==> config.mk <==
export PLATFORM = sky130hd
export DESIGN_NAME = apb_timer
export DESIGN_NICKNAME = d
export VERILOG_FILES = /design/src/rtl/apb_timer_pkg.sv /design/src/rtl/apb_timer_prescaler.sv /design/src/rtl/apb_timer.sv
export SDC_FILE = /design/constraint.sdc
export NUM_CORES = 1
export LEC_CHECK = 0
export ABC_CLOCK_PERIOD_IN_PS = 3400
export BUFFER_PORTS_ARGS = -buffer_cell sky130_fd_sc_hd__buf_2
export CORE_UTILIZATION = 45
export CTS_CLUSTER_DIAMETER = 80
export DETAILED_ROUTE_END_ITERATION = 10
export PLACE_DENSITY = 0.66
export SETUP_SLACK_MARGIN = 0.4
export SLEW_MARGIN = 25
export SYNTH_ARGS = -nofsm -noshare
export SYNTH_HDL_FRONTEND = slang
export SYNTH_SLANG_ARGS = --single-unit
export TNS_END_PERCENT = 20
==> constraint.sdc <==
create_clock -name PCLK -period 3.4 [get_ports PCLK]
set_input_delay 0.17 -clock PCLK [delete_from_list [all_inputs] [get_ports PCLK]]
set_output_delay 0.17 -clock PCLK [all_outputs]
set_load 0.05 [all_outputs]
==> src/rtl/apb_timer_pkg.sv <==
// apb_timer_pkg: register offsets, CTRL layout and helpers for apb_timer
package apb_timer_pkg;
  localparam logic [3:0] CTRL   = 4'h0;
  localparam logic [3:0] LOAD   = 4'h4;
  localparam logic [3:0] VALUE  = 4'h8;
  localparam logic [3:0] STATUS = 4'hC;
  localparam int CTRL_EN       = 0;
  localparam int CTRL_ONESHOT  = 1;
  localparam int CTRL_IE       = 2;
  localparam int PRESCALE_LSB  = 8;
  localparam int PRESCALE_MSB  = 15;
  typedef struct packed {
    logic [7:0] prescale;
    logic       ie;
    logic       oneshot;
    logic       en;
  } ctrl_t;
  // Byte-lane merge of write data into an existing register value
  function automatic logic [31:0] strb_merge(input logic [31:0] old, input logic [31:0] wdata, input logic [3:0] strb);
    logic [31:0] r;
    for (int i = 0; i < 4; i++) r[8*i +: 8] = strb[i] ? wdata[8*i +: 8] : old[8*i +: 8];
    return r;
  endfunction
  // CTRL as seen on the bus; unused bits read 0
  function automatic logic [31:0] ctrl_word(input ctrl_t c);
    logic [31:0] r;
    r = '0;
    r[CTRL_EN] = c.en;
    r[CTRL_ONESHOT] = c.oneshot;
    r[CTRL_IE] = c.ie;
    r[PRESCALE_MSB:PRESCALE_LSB] = c.prescale;
    return r;
  endfunction
endpackage

==> src/rtl/apb_timer_prescaler.sv <==
// apb_timer_prescaler: 8-bit divider producing a tick when the count reaches prescale
module apb_timer_prescaler (
  input  logic       clk,
  input  logic       rst_n,
  input  logic       en,
  input  logic [7:0] prescale,
  input  logic       clr,
  output logic       tick
);
  logic [7:0] cnt;
  assign tick = en & (cnt == prescale);
  // Count while enabled, restart on tick or explicit clear, freeze otherwise
  always_ff @(posedge clk or negedge rst_n)
    if (!rst_n) cnt <= '0;
    else if (clr || tick) cnt <= '0;
    else if (en) cnt <= cnt + 8'd1;
endmodule

==> src/rtl/apb_timer.sv <==
// apb_timer: APB down-counting timer with prescaler, one-shot mode and sticky interrupt
module apb_timer
  import apb_timer_pkg::*;
#(
  parameter int APB_ADDR_WIDTH = 12,
  parameter int DATA_WIDTH     = 32
) (
  input  logic                      PCLK,
  input  logic                      PRESETn,
  input  logic [APB_ADDR_WIDTH-1:0] PADDR,
  input  logic                      PSEL,
  input  logic                      PENABLE,
  input  logic                      PWRITE,
  input  logic [DATA_WIDTH-1:0]     PWDATA,
  input  logic [3:0]                PSTRB,
  output logic [DATA_WIDTH-1:0]     PRDATA,
  output logic                      PREADY,
  output logic                      PSLVERR,
  output logic                      timer_irq_o,
  output logic                      timer_pulse_o
);
  ctrl_t       ctrl, ctrl_wr;
  logic [31:0] load, value, rdata;
  logic [3:0]  off;
  logic        irq_flag, tick, expire, access, err, wr, wr_ctrl, en_rise;
  assign off     = PADDR[3:0];
  assign access  = PSEL & PENABLE;
  assign err     = (PADDR[APB_ADDR_WIDTH-1:4] != '0) | (PADDR[1:0] != 2'b00) | (PWRITE & (off == VALUE));
  assign wr      = access & PWRITE & ~err;
  assign wr_ctrl = wr & (off == CTRL);
  assign en_rise = wr_ctrl & ctrl_wr.en & ~ctrl.en;
  assign expire  = tick & (value == 32'd0);
  // CTRL image after a strobed write
  always_comb begin
    ctrl_wr.en       = PSTRB[0] ? PWDATA[CTRL_EN] : ctrl.en;
    ctrl_wr.oneshot  = PSTRB[0] ? PWDATA[CTRL_ONESHOT] : ctrl.oneshot;
    ctrl_wr.ie       = PSTRB[0] ? PWDATA[CTRL_IE] : ctrl.ie;
    ctrl_wr.prescale = PSTRB[1] ? PWDATA[PRESCALE_MSB:PRESCALE_LSB] : ctrl.prescale;
  end
  // Read mux and zero-wait-state response; data and error only in the access phase
  always_comb begin
    rdata   = off == CTRL ? ctrl_word(ctrl) : off == LOAD ? load : off == VALUE ? value : {31'b0, irq_flag};
    PRDATA  = (access & ~PWRITE & ~err) ? rdata : '0;
    PREADY  = access;
    PSLVERR = access & err;
  end
  assign timer_irq_o   = irq_flag & ctrl.ie;
  assign timer_pulse_o = expire;
  apb_timer_prescaler u_prescaler (
    .clk      (PCLK),
    .rst_n    (PRESETn),
    .en       (ctrl.en),
    .prescale (ctrl.prescale),
    .clr      (en_rise),
    .tick     (tick)
  );
  // CTRL: bus write wins over the one-shot auto-disable
  always_ff @(posedge PCLK or negedge PRESETn)
    if (!PRESETn) ctrl <= '0;
    else if (wr_ctrl) ctrl <= ctrl_wr;
    else if (expire && ctrl.oneshot) ctrl.en <= 1'b0;
  // LOAD register, byte-strobed
  always_ff @(posedge PCLK or negedge PRESETn)
    if (!PRESETn) load <= '0;
    else if (wr && off == LOAD) load <= strb_merge(load, PWDATA, PSTRB);
  // Main counter: start on enable, reload or hold 0 on expiry, otherwise decrement per tick
  always_ff @(posedge PCLK or negedge PRESETn)
    if (!PRESETn) value <= '0;
    else if (en_rise) value <= load;
    else if (expire) value <= ctrl.oneshot ? 32'd0 : load;
    else if (tick) value <= value - 32'd1;
  // Sticky interrupt flag; expiry beats a same-cycle write-1-to-clear
  always_ff @(posedge PCLK or negedge PRESETn)
    if (!PRESETn) irq_flag <= 1'b0;
    else if (expire) irq_flag <= 1'b1;
    else if (wr && off == STATUS && PSTRB[0] && PWDATA[0]) irq_flag <= 1'b0;
endmodule

==> impl_metrics.csv <==
group,metric,value,unit
setup_path,worst_setup_path_end_kind,"output pin",
yosys,async_reset_ff_share,100,%
layout,area_delta_synth_final,16.5,%
yosys,synth_cell_types,60,
global_route,antenna_found_initial,0,
drt,via_count,4497,
layout,fillers,1028,
clock_network,path_clk_slew,0.07,ns
layout,utilization,54.8,%
yosys,ys_warn_count,0,
yosys,synth_top_family_by_area,"simple AND/OR/NAND/NOR gates",
timing,fin_setup_tns,0,ns
layout,fin_cells,765,
outcome,status,"completed",
place,io_buffers,88,
power,p_leak,0.00268,uW
drt,wl_met2,6640,um
clock_network,post_cts_buffers,0,
min_path,hp-class,"input pin to flip-flop",
drt,avgRoutedWirePerCell,18.5,um
setup_path,r2r-start,"value[26]$_DFFE_PN0P_",
setup_path,critPathKind,"input pin to output pin",
yosys,synth_edf_count,0,
die,die_x,110,um
clock_network,cts_tree,"built",
timing,slew_headroom,28.2,%
yosys,yosys.area_share.simple,22.6,%
setup_path,cp-startpoint,"PADDR[5]",
drt,top_layer,"met4",
clock_network,cts_root_buffer,"clkbuf_16",
timing,worstMarginPinSlew,1.08,ns
yosys,synthFlopType,"dfrtp_1",
global_route,grt_remaining_overflow,0,
die,io_pins,89,
clock_network,cts_buffers,9,
die,fp.dieH,110,um
drt,first_iter_violations,304,
min_path,holdPathStages,2,
yosys,seq_area_frac_synth,40.3,%
timing,max_clock_freq,0.352,GHz
layout,final_common_cell,"buf_2",
timing,setup_viol_count_final,0,
yosys,synth_compound_area_share,15.7,%
power,power_density,519,nW/um^2
die,die_area,12000,sq um
timing,fin_crit,2.84,ns
timing,fin_crit_sh,83.6,%
setup_path,worstPathRequired,3.23,ns
setup_path,cp_max_fo,21,
timing,finalHoldViolCount,0,
die,initial_core_util,47.1,%
place,dp_hpwl,9860,um
power,total_power,3150,uW
yosys,syn-num-nets,595,
setup_path,reg2reg_depth,7,
layout,drive_gt1_share,30.1,%
clock_network,htreeDepth,3,
clock_network,clock_latency,0.35,ns
timing,setup_ws,0.557,ns
setup_path,timing.rr.end,"value[5]$_DFFE_PN0P_",
setup_path,reg2reg_slack,0.68,ns
clock_network,cts_sinks,84,
yosys,post_synth.cell_area_avg,9.65,sq um
layout,final_cell_mix,"87 x buf_2, 84 x dfrtp_1, 78 x nor2_1",
drt,ant_nets,0,
yosys,synth-xor-area-share,5.88,%
drt,vias_per_cell,5.88,
timing,rsz0062_at_grt,"yes",
die,rows,38,
timing,fin_skew,0.00620,ns
yosys,synth-seq-cells,84,
job,maxCapViolations,0,
timing,drv_slew,0,
drt,firstDrtPassIters,5,
clock_network,clockBufferDepth,2,
drt,dr_wl_met3,709,um
yosys,syn_area,5210,sq um
global_route,grt_pass1_vias,4309,
drt,drc,0,
drt,drt_wl_total,14100,um
global_route,grt_usage,24.7,%
yosys,synthMuxAreaShare,11.4,%
layout,nNetsFinal,675,
power,ir_worst_vdd,304,uV
place,place_congestion,0.844,
place,dp_cells,748,
drt,met1_length,6580,um
global_route,grt_max_degree,85,
setup_path,cp.arrival,2.67,ns
setup_path,worst_setup_path_start_kind,"input pin",
yosys,synth_cells,540,
global_route,grt_pass1_wl,22400,um
setup_path,crit_end,"PRDATA[6]",
die,coreArea,11100,sq um
layout,insertedDiodeCount,0,
yosys,synthAdderAreaFrac,0.480,%
place,pre_cts_ws,0.551,ns
critical path: stages:
cell	delay, ns
buf_2	0.10
nor4_2	0.39
nand2_1	0.18
or4_1	0.78
or2_2	0.58
nor2_1	0.18
buf_2	0.28
worst min path at each step:
stage | slack, ns | from | endpoint
after detailed placement | 0.29 | PRESETn | ctrl[0]$_DFFE_PN0P_
final | 0.05 | PWDATA[6] | load[6]$_DFFE_PN0P_
after floorplan | -0.13 | PRESETn | ctrl[0]$_DFFE_PN0P_
after global placement | 0.40 | PWDATA[22] | load[22]$_DFFE_PN0P_
after CTS | 0.04 | PWDATA[7] | load[7]$_DFFE_PN0P_
after global routing | 0.05 | PWDATA[23] | load[23]$_DFFE_PN0P_
cell type report:
| type | count | area (sq um) | area share (%) |
|---|---|---|---|
| well taps | 140 | 175 | 2.88 |
| clock buffers | 9 | 225 | 3.71 |
| clock inverters | 7 | 67.6 | 1.11 |
| inverters | 6 | 22.5 | 0.371 |
| flip-flops and latches | 84 | 2100 | 34.6 |
| multi-input cells | 419 | 2940 | 48.4 |
| repair buffers | 100 | 539 | 8.88 |
through the flow:
| stage | area, sq um | hold WS, ns |
|---|---|---|
| after CTS | 6070 | 0.0411 |
| after global placement | 5760 | 0.403 |
| after detailed placement | 5760 | 0.291 |
| final | 6070 | 0.0454 |
| after global routing | 6070 | 0.0471 |
| after floorplan | 5220 | -0.126 |
what timing repair did:
item                                    CTS  global route
endpoints found under the hold margin    84             0
resized for setup                         0             1
endpoints found under the setup margin    0             3
hold buffers                              1             0
layer usage:
metal	vias up	GRT usage [%]
met5	-	0
met2	124	39.1
li1	2155	-
met1	2206	34.4
met4	0	8.29
met3	12	3.68
synth_stat cells, types with 8 or more instances:
cell type,instances,area [sq um]
dfrtp_1,84,2100
nor2_1,78,293
mux2_2,43,484
nand2_1,38,143
a22oi_1,31,233
a21oi_1,23,115
xor2_1,19,166
clkbuf_1,18,67.6
nand3_1,16,80.1
xnor2_1,16,140
nor3_1,13,65.1
a221o_1,11,110
mux2i_1,11,110
o21ai_0,10,50.1
a31oi_1,9,56.3
or4_1,9,67.6
o21ai_1,8,40.0
flip-flops by register name, indices dropped and copies added (netlist names):
register,cells
u_prescaler.cnt,8
ctrl,11
load,32
value,32
irq_flag,1
cells by family after synthesis:
family                     count (synthesis)
buffers and inverters                     37
AOI/OAI and AO/OA                        115
DFF                                       84
xor gates and xnor gates                  35
muxes                                     54
adders and majority gates                  2
and+or+nand+nor                          213
power breakdown:
part | switching [uW] | total [uW] | internal (uW)
Clock | 418 | 982 | 565
Combinational | 431 | 785 | 354
Sequential | 255 | 1380 | 1130
Total | 1100 | 3150 | 2050
(Power assumes the default switching activity.)
